[config.mk]
export PLATFORM = sky130hd
export DESIGN_NAME = uart_rx_frontend
export DESIGN_NICKNAME = d
export VERILOG_FILES = /design/src/rtl/uart_pkg.sv /design/src/rtl/sync_2ff.sv /design/src/rtl/uart_rx_frontend.sv
export SDC_FILE = /design/constraint.sdc
export NUM_CORES = 1
export LEC_CHECK = 0
export CAP_MARGIN = 20
export CORE_UTILIZATION = 45
export DETAILED_ROUTE_END_ITERATION = 8
export GPL_TIMING_DRIVEN = 0
export HOLD_SLACK_MARGIN = 0.1
export PLACE_DENSITY = 0.67
export REMOVE_ABC_BUFFERS = 1
export SLEW_MARGIN = 40
export SYNTH_ARGS = -nofsm -noshare
export SYNTH_HDL_FRONTEND = slang
export SYNTH_SLANG_ARGS = --single-unit
[constraint.sdc]
create_clock -name clk -period 2.15 [get_ports clk]
set_clock_uncertainty 0.15 [all_clocks]
set_input_delay 0.43 -clock clk [delete_from_list [all_inputs] [get_ports clk]]
set_output_delay 0.43 -clock clk [all_outputs]
set_load 0.01 [all_outputs]
[src/rtl/uart_pkg.sv]
// Shared UART definitions: receiver state encoding and bit-period helper.
package uart_pkg;

  typedef enum logic [2:0] {
    IDLE,
    START,
    DATA,
    STOP,
    BREAK
  } rx_state_t;

  function automatic int unsigned cycles_per_bit(input int unsigned clk_hz,
                                                 input int unsigned bit_rate);
    return clk_hz / bit_rate;
  endfunction

endpackage

[src/rtl/sync_2ff.sv]
// Generic single-bit two-flop synchroniser with a parameterised reset value.
module sync_2ff #(
  parameter logic RESET_VAL = 1'b0
) (
  input  logic clk,
  input  logic rst_n,
  input  logic i_d,
  output logic o_q
);

  logic r_meta;
  logic r_sync;

  always_ff @(posedge clk or negedge rst_n) begin
    if (!rst_n) begin
      r_meta <= RESET_VAL;
      r_sync <= RESET_VAL;
    end else begin
      r_meta <= i_d;
      r_sync <= r_meta;
    end
  end

  assign o_q = r_sync;

endmodule

[src/rtl/uart_rx_frontend.sv]
// UART receive front end: synchroniser, mid-bit sampling FSM and a one-entry
// valid/ready holding register with framing and overrun pulses.
module uart_rx_frontend
  import uart_pkg::*;
#(
  parameter int unsigned CLK_HZ       = 27000000,
  parameter int unsigned BIT_RATE     = 9600,
  parameter int unsigned PAYLOAD_BITS = 8
) (
  input  logic                    clk,
  input  logic                    rst_n,
  input  logic                    serial_rx,
  output logic [PAYLOAD_BITS-1:0] rx_data,
  output logic                    rx_valid,
  input  logic                    rx_ready,
  output logic                    rx_frame_err,
  output logic                    rx_overrun,
  output logic                    rx_busy
);

  localparam int unsigned CPB = cycles_per_bit(CLK_HZ, BIT_RATE);
  localparam int unsigned TW  = (CPB > 1) ? $clog2(CPB) : 1;
  localparam int unsigned IW  = (PAYLOAD_BITS > 1) ? $clog2(PAYLOAD_BITS) : 1;

  localparam logic [TW-1:0] HALF_M1  = TW'(CPB / 2 - 1);
  localparam logic [TW-1:0] CPB_M1   = TW'(CPB - 1);
  localparam logic [IW-1:0] LAST_IDX = IW'(PAYLOAD_BITS - 1);

  logic                    w_rx_s;
  rx_state_t               r_state,   w_state_nxt;
  logic [TW-1:0]           r_timer,   w_timer_nxt;
  logic [IW-1:0]           r_idx,     w_idx_nxt;
  logic [PAYLOAD_BITS-1:0] r_shift,   w_shift_nxt;
  logic                    w_frame_good;
  logic                    w_frame_bad;

  logic [PAYLOAD_BITS-1:0] r_data;
  logic                    r_valid;
  logic                    r_frame_err;
  logic                    r_overrun;

  sync_2ff #(.RESET_VAL(1'b1)) u_sync (
    .clk   (clk),
    .rst_n (rst_n),
    .i_d   (serial_rx),
    .o_q   (w_rx_s)
  );

  always_ff @(posedge clk or negedge rst_n) begin
    if (!rst_n) begin
      r_state <= IDLE;
      r_timer <= '0;
      r_idx   <= '0;
      r_shift <= '0;
    end else begin
      r_state <= w_state_nxt;
      r_timer <= w_timer_nxt;
      r_idx   <= w_idx_nxt;
      r_shift <= w_shift_nxt;
    end
  end

  always_comb begin
    w_state_nxt  = r_state;
    w_timer_nxt  = r_timer + TW'(1);
    w_idx_nxt    = r_idx;
    w_shift_nxt  = r_shift;
    w_frame_good = 1'b0;
    w_frame_bad  = 1'b0;
    unique case (r_state)
      IDLE: begin
        w_timer_nxt = '0;
        if (!w_rx_s) w_state_nxt = START;
      end
      START: begin
        if (r_timer == HALF_M1) begin
          w_timer_nxt = '0;
          w_idx_nxt   = '0;
          w_state_nxt = w_rx_s ? IDLE : DATA;
        end
      end
      DATA: begin
        if (r_timer == CPB_M1) begin
          w_timer_nxt = '0;
          // LSB arrives first, so shifting in at the MSB leaves it at bit 0
          w_shift_nxt = {w_rx_s, r_shift[PAYLOAD_BITS-1:1]};
          if (r_idx == LAST_IDX) w_state_nxt = STOP;
          else                   w_idx_nxt   = r_idx + IW'(1);
        end
      end
      STOP: begin
        if (r_timer == CPB_M1) begin
          w_timer_nxt = '0;
          if (w_rx_s) begin
            w_frame_good = 1'b1;
            w_state_nxt  = IDLE;
          end else begin
            w_frame_bad  = 1'b1;
            w_state_nxt  = BREAK;
          end
        end
      end
      BREAK: begin
        w_timer_nxt = '0;
        if (w_rx_s) w_state_nxt = IDLE;
      end
      default: begin
        w_timer_nxt = '0;
        w_state_nxt = IDLE;
      end
    endcase
  end

  // A slot freed by this cycle's handshake may be refilled in the same cycle
  always_ff @(posedge clk or negedge rst_n) begin
    if (!rst_n) begin
      r_data      <= '0;
      r_valid     <= 1'b0;
      r_frame_err <= 1'b0;
      r_overrun   <= 1'b0;
    end else begin
      r_frame_err <= w_frame_bad;
      r_overrun   <= 1'b0;
      if (w_frame_good) begin
        if (!r_valid || rx_ready) begin
          r_data  <= r_shift;
          r_valid <= 1'b1;
        end else begin
          r_overrun <= 1'b1;
        end
      end else if (rx_ready) begin
        r_valid <= 1'b0;
      end
    end
  end

  assign rx_data      = r_data;
  assign rx_valid     = r_valid;
  assign rx_frame_err = r_frame_err;
  assign rx_overrun   = r_overrun;
  assign rx_busy      = (r_state != IDLE);

endmodule
======== Word level (Yosys, flattened, before mapping) ========
Index checks and enable logic that the tools add are counted.
cells by class
  reduce and logical (&&, ||, !) cells .... 12
  eq/ne operators ......................... 15
  muxes and demuxes ....................... 27
  $add $sub $neg .......................... 2
operator list
  kind                     number
  $mux W3                  10
  $mux W12                 2
  $pmux W12 S2             1
  $pmux W3 S5              1
  $add A12 B1 Y12 const B  1
  $eq A12 B11 Y1 const B   1
  $eq A12 B12 Y1 const B   1
  $ne A2 B2 Y1 const B     6
  $mux W1                  11
  $eq A3 B2 Y1 const B     2
  $eq A3 B3 Y1 const B     2
  $pmux W3 S2              1
  $reduce_and A2 Y1        3
  $reduce_and A6 Y1        1
  $ne A2 B1 Y1 const B     2
  $reduce_and A4 Y1        1
  $reduce_bool A2 Y1       2
  $add A3 B1 Y3 const B    1
  $eq A3 B1 Y1 const B     1
  $logic_not A3 Y1         1
  $reduce_bool A3 Y1       1
  $mux W2                  1
  $reduce_or A2 Y1         1
  $logic_not A1 Y1         1
  $logic_or A1 B1 Y1       1
storage, ports and cells
  register bits after elaboration ......... 39
  bits of input ports ..................... 4

======== Logic depth before layout (Yosys ltp) ========
  depth in word-level cells ............... 5
  gate-level depth with buffers ........... 7
  mapped depth without buffers ............ 6

======== Modules after synthesis ========
Synthesis repeated with hierarchy kept, for this count alone.
unflattened totals
  cell total of the unflattened synthesis .. 145
  area, all modules ....................... 1,795.5 µm²
by module, submodules not included
  module            area an instance (µm²)  cells an instance  instances  seq. area each (µm²)
  uart_rx_frontend  1,742.9                 143                1          925.9
  sync_2ff          52.6                    2                  1          52.6

======== Least setup slack after synthesis ========
Ideal clock, no wire load.
  kind .................................... register to register
  start point ............................. reg r_timer[0]
  end point ............................... reg r_data[0] (netlist: rx_data[0])
  period minus slack after synthesis ...... 2.064 ns
  cell stages (with the launch flop) ...... 7
  required time ........................... 1.875 ns
  slack ................................... 0.086 ns
  library setup time ...................... 0.125 ns
  buffers on the path ..................... 1
  data arrival time ....................... 1.789 ns
  cell sequence ........................... dfrtp_1 ha_1 and3b_1 nand3_4 or3b_1 buf_6 mux2_4
between the ends
  word-level cells in the longest chain between the ends .. 4
RTL lines
  what                                RTL line                 RTL
  start, declared                     uart_rx_frontend.sv:31   logic [TW-1:0] r_timer, w_timer_nxt;
  start signal, assigned              uart_rx_frontend.sv:57   r_timer <= w_timer_nxt;
  $eq A12 B12 Y1                      uart_rx_frontend.sv:92   if (r_timer == CPB_M1) begin
  $mux W1                             uart_rx_frontend.sv:92
  $mux W1                             uart_rx_frontend.sv:70   unique case (r_state)
  $reduce_and A2 Y1 (no source line)  n/a
  end signal, assigned                uart_rx_frontend.sv:126  r_data <= r_shift;
  end, declared                       uart_rx_frontend.sv:37   logic [PAYLOAD_BITS-1:0] r_data;
No other way between the ends.
A chain may end at the register's enable or synchronous reset.

======== Final worst setup path ========
  start point ............................. reg r_timer[1]
  end point ............................... reg r_data[2] (netlist: rx_data[2])
The elaborated chain is that of the path after synthesis.

==> results.yml <==
clocking:
  clk_transition_reported_paths_ns: 0.07
  numCtsBuffers: 5
  clock_sink_count: 39
  cts.root.buffer_cell: "clkbuf_8"
  depth_of_the_cts_h_tree: 2
  clockBufferDepth: 2
  cts_tree: "done"
  clkLatencyLatePin_ns: 0.29
logic_synthesis:
  synth_adder_area_share: 0.0283
  yosys.cell_types.count: 36
  synth_top_family_by_area: "simple AND/OR/NAND/NOR gates"
  synth_top_area_share: 0.523
  post_synth_xor_area_fraction: 0.0495
  yosys.area.top_type: "dfrtp_1"
  postSynthCellCount: 144
  yosysWarningCount: 0
  synth.area.mux_share: 0.143
  synth-seq-cells: 39
  synth.yosys.seq_area_share: 0.553
  synth_area_leaders: "dfrtp_1 (52%), mux2_4 (6.8%), mux2_2 (6.4%)"
  post_synth_simple_gate_area: 0.177
  post_synth_instance_area_sq_mm: 0.00177
  synth-compound-area-share: 0.0283
  syn_area_per_cell_sq_um: 12.3
layout:
  finalNonFillerCells: 215
  final_layout_size_suffix_gt1_frac: 0.228
  commonest_non_fill_non_tap_cells_in_the_layout: "dfrtp_1 (37), nor2_1 (18), clkdlybuf4s50_1 (13)"
  area.growth.synth_to_final_pct: 21.0
  final_common_cell: "dfrtp_1"
  final_design_area_no_fill_sq_mm: 0.00214
  final_net_count: 174
  diodes: 0
detailed_routing:
  route.vias.total: 1135
  top_signal_layer_used: "met4"
  remaining_drc_errors: 0
  drt_pre_antenna_iters: 4
  vias_per_cell: 5.28
  routed-wl-met2_microns: 1310
  sum_of_routed_wire_segments_on_met1_microns: 1390
  wire_per_inst_microns: 13.4
  antenna_left: 0
  wl_met3_microns: 104
  detailedRoute.firstIterationViolations: 26
  routed_wl_microns: 2870
timing:
  report.final.slew_viol_count: 0
  fin_crit_sh: 0.975
  finalWorstPathRequiredPeriod_ns: 2.10
  slew-limit-headroom: 0.704
  setup-tns-final_ns: 0
  final-hold-violation-count: 0
  timing.final.setup_violations: 0
  timing.fmax_mhz: 477
  timing_worst_slew_pin_value_ns: 0.444
worst_setup_path:
  critical_path_peak_fanout: 8
  worstSetupStartpointType: "flip-flop"
  timing.setup.critical_path_class: "flip-flop to flip-flop"
  crit_required_ns: 2.18
  crit_chain: "ha_2, and3b_2, nand3_4, or3b_4, mux2_4"
  critical_path.endpoint_type: "flip-flop"
  critPathSlowestCell: "or3b_4"
  cpPeakStageDelay_ns: 0.52
  arrival_ns: 2.13
pwr:
  power.static_leakage_uw: 0.000961
  power_per_cell_area_mw_per_mm2: 689
  vdd.ir_drop.worst_v: 0.000444
worst_hold_path:
  hold_class: "flip-flop to flip-flop"
global_routing:
  grt_pass1_vias: 1141
  grt_pass1_wl_microns: 5050
  globalRoute.totalOverflow: 0
  number_of_antenna_violations_at_the_first_check_in_global_routing: 0
  global_route_usage_over_all_layers: 0.162
  grt_start_max_net_pins: 23
outcome:
  status: "finished, final reports clean"
die:
  placeableCoreArea_sq_mm: 0.00372
  dieHeight_microns: 64.7
  ports_placed_on_the_boundary: 16
  die_outline_area_sq_mm: 0.00419
  die_width_microns: 64.7
  placementRows: 22
  floorplan.initialDensity: 0.476
placement:
  io_buffer_count: 15
  dp.cells: 205
  gp_congestion: 0.813
  dp.final_hpwl_microns: 2050
  post_dp_cell_area_sq_mm: 0.00199
run:
  drv_cap: 0
per-layer routing:
layer	vias up	track usage
li1	543	-
met1	559	0.200
met2	25	0.249
met3	8	0.0458
met4	0	0.0972
met5	-	0
Yosys cell counts:
cell       number
a22o_1          1
a22oi_1         1
a2bb2oi_1       1
and3b_1         1
and4_1          1
and4b_1         1
and4bb_2        1
buf_2           1
buf_6           1
clkbuf_1        2
dfrtp_1        37
dfstp_2         2
ha_1            4
inv_1           4
mux2_2         10
mux2_4          8
mux2i_1         2
nand2_1         8
nand2b_1        2
nand3_1         7
nand3_4         1
nand4_1         4
nor2_1         18
nor2_2          1
nor2b_1         1
nor3_1          4
nor3b_1         3
nor4_1          1
nor4b_1         1
o211ai_1        1
o21ai_0         1
o31ai_2         1
or3_1           1
or3b_1          1
xnor2_1         7
xor2_1          3
worst max-delay path, delay by kind of cell, from the launching register on:
| kind | cells | cell delay (ns) |
|---|---|---|
| flip-flops | 1 | 0.38 |
| multiplexers | 1 | 0.33 |
| AND/OR/NAND/NOR | 3 | 0.88 |
| adder cells (fa/ha/maj) | 1 | 0.24 |
timing repair:
| action | in CTS | in global routing |
|---|---|---|
| buffers inserted | 0 | 1 |
| endpoints found under the setup margin | 9 | 19 |
| resized for setup | 3 | 1 |
| hold endpoints to repair | 17 | 0 |
| hold buffers | 1 | 0 |
| pin swaps | 1 | 1 |
area by class of cell:
| cell class | instances | area, sq um |
|---|---|---|
| fillers | 306 | 1570 |
| flip-flops and latches | 39 | 978 |
| multi-input cells | 97 | 759 |
| repair buffers | 19 | 196 |
| clock buffers | 6 | 72.6 |
| clock inverters | 2 | 60.1 |
| well taps | 48 | 60.1 |
| inverters | 4 | 15.0 |
state kept, by name, indices dropped and copies added, names as in the netlist:
register / cells
r_idx: 3
r_shift: 8
r_state: 3
r_timer: 12
rx_data: 8
rx_frame_err: 1
rx_overrun: 1
rx_valid: 1
u_sync.o_q: 1
u_sync.r_meta: 1
power by group:
group          total, uW  switching (uW)  internal, uW
clock                710             247           464
combinational       26.2            15.6          10.6
sequential           739            1.96           737
total               1480             264          1210
kinds of logic after synthesis:
logic type,count (synthesis)
AND/OR/NAND/NOR,57
flip-flops,39
multiplexers,20
XOR/XNOR,10
buffers and inverters,8
AO/OA/AOI/OAI,6
adder cells (fa/ha/maj),4
final timing paths:
kind,startpoint,to,slack (ns),depth (start not counted)
max,r_timer[1],rx_data[2],0.05,5
min,u_sync.r_meta,u_sync.o_q,0.21,0
max reg2reg,r_timer[1],rx_data[2],0.05,5
min reg2reg,u_sync.r_meta,u_sync.o_q,0.21,0
max in group asynchronous,rst_n,u_sync.o_q,0.85,3
min in group asynchronous,rst_n,rx_data[2],0.45,2
stage by stage:
stage	worst slack (ns)	util	power (uW)	hold WS, ns
after CTS	0.00128	0.574	1490	0.207
after global routing	-0.000989	0.576	1520	0.211
final	0.0528	0.576	1480	0.207
after detailed placement	-0.210	0.535	779	0.197
after global placement	-0.359	0.527	773	0.196
after floorplan	-0.00632	-	753	-0.0156
Power figures use the tool's default switching activity.
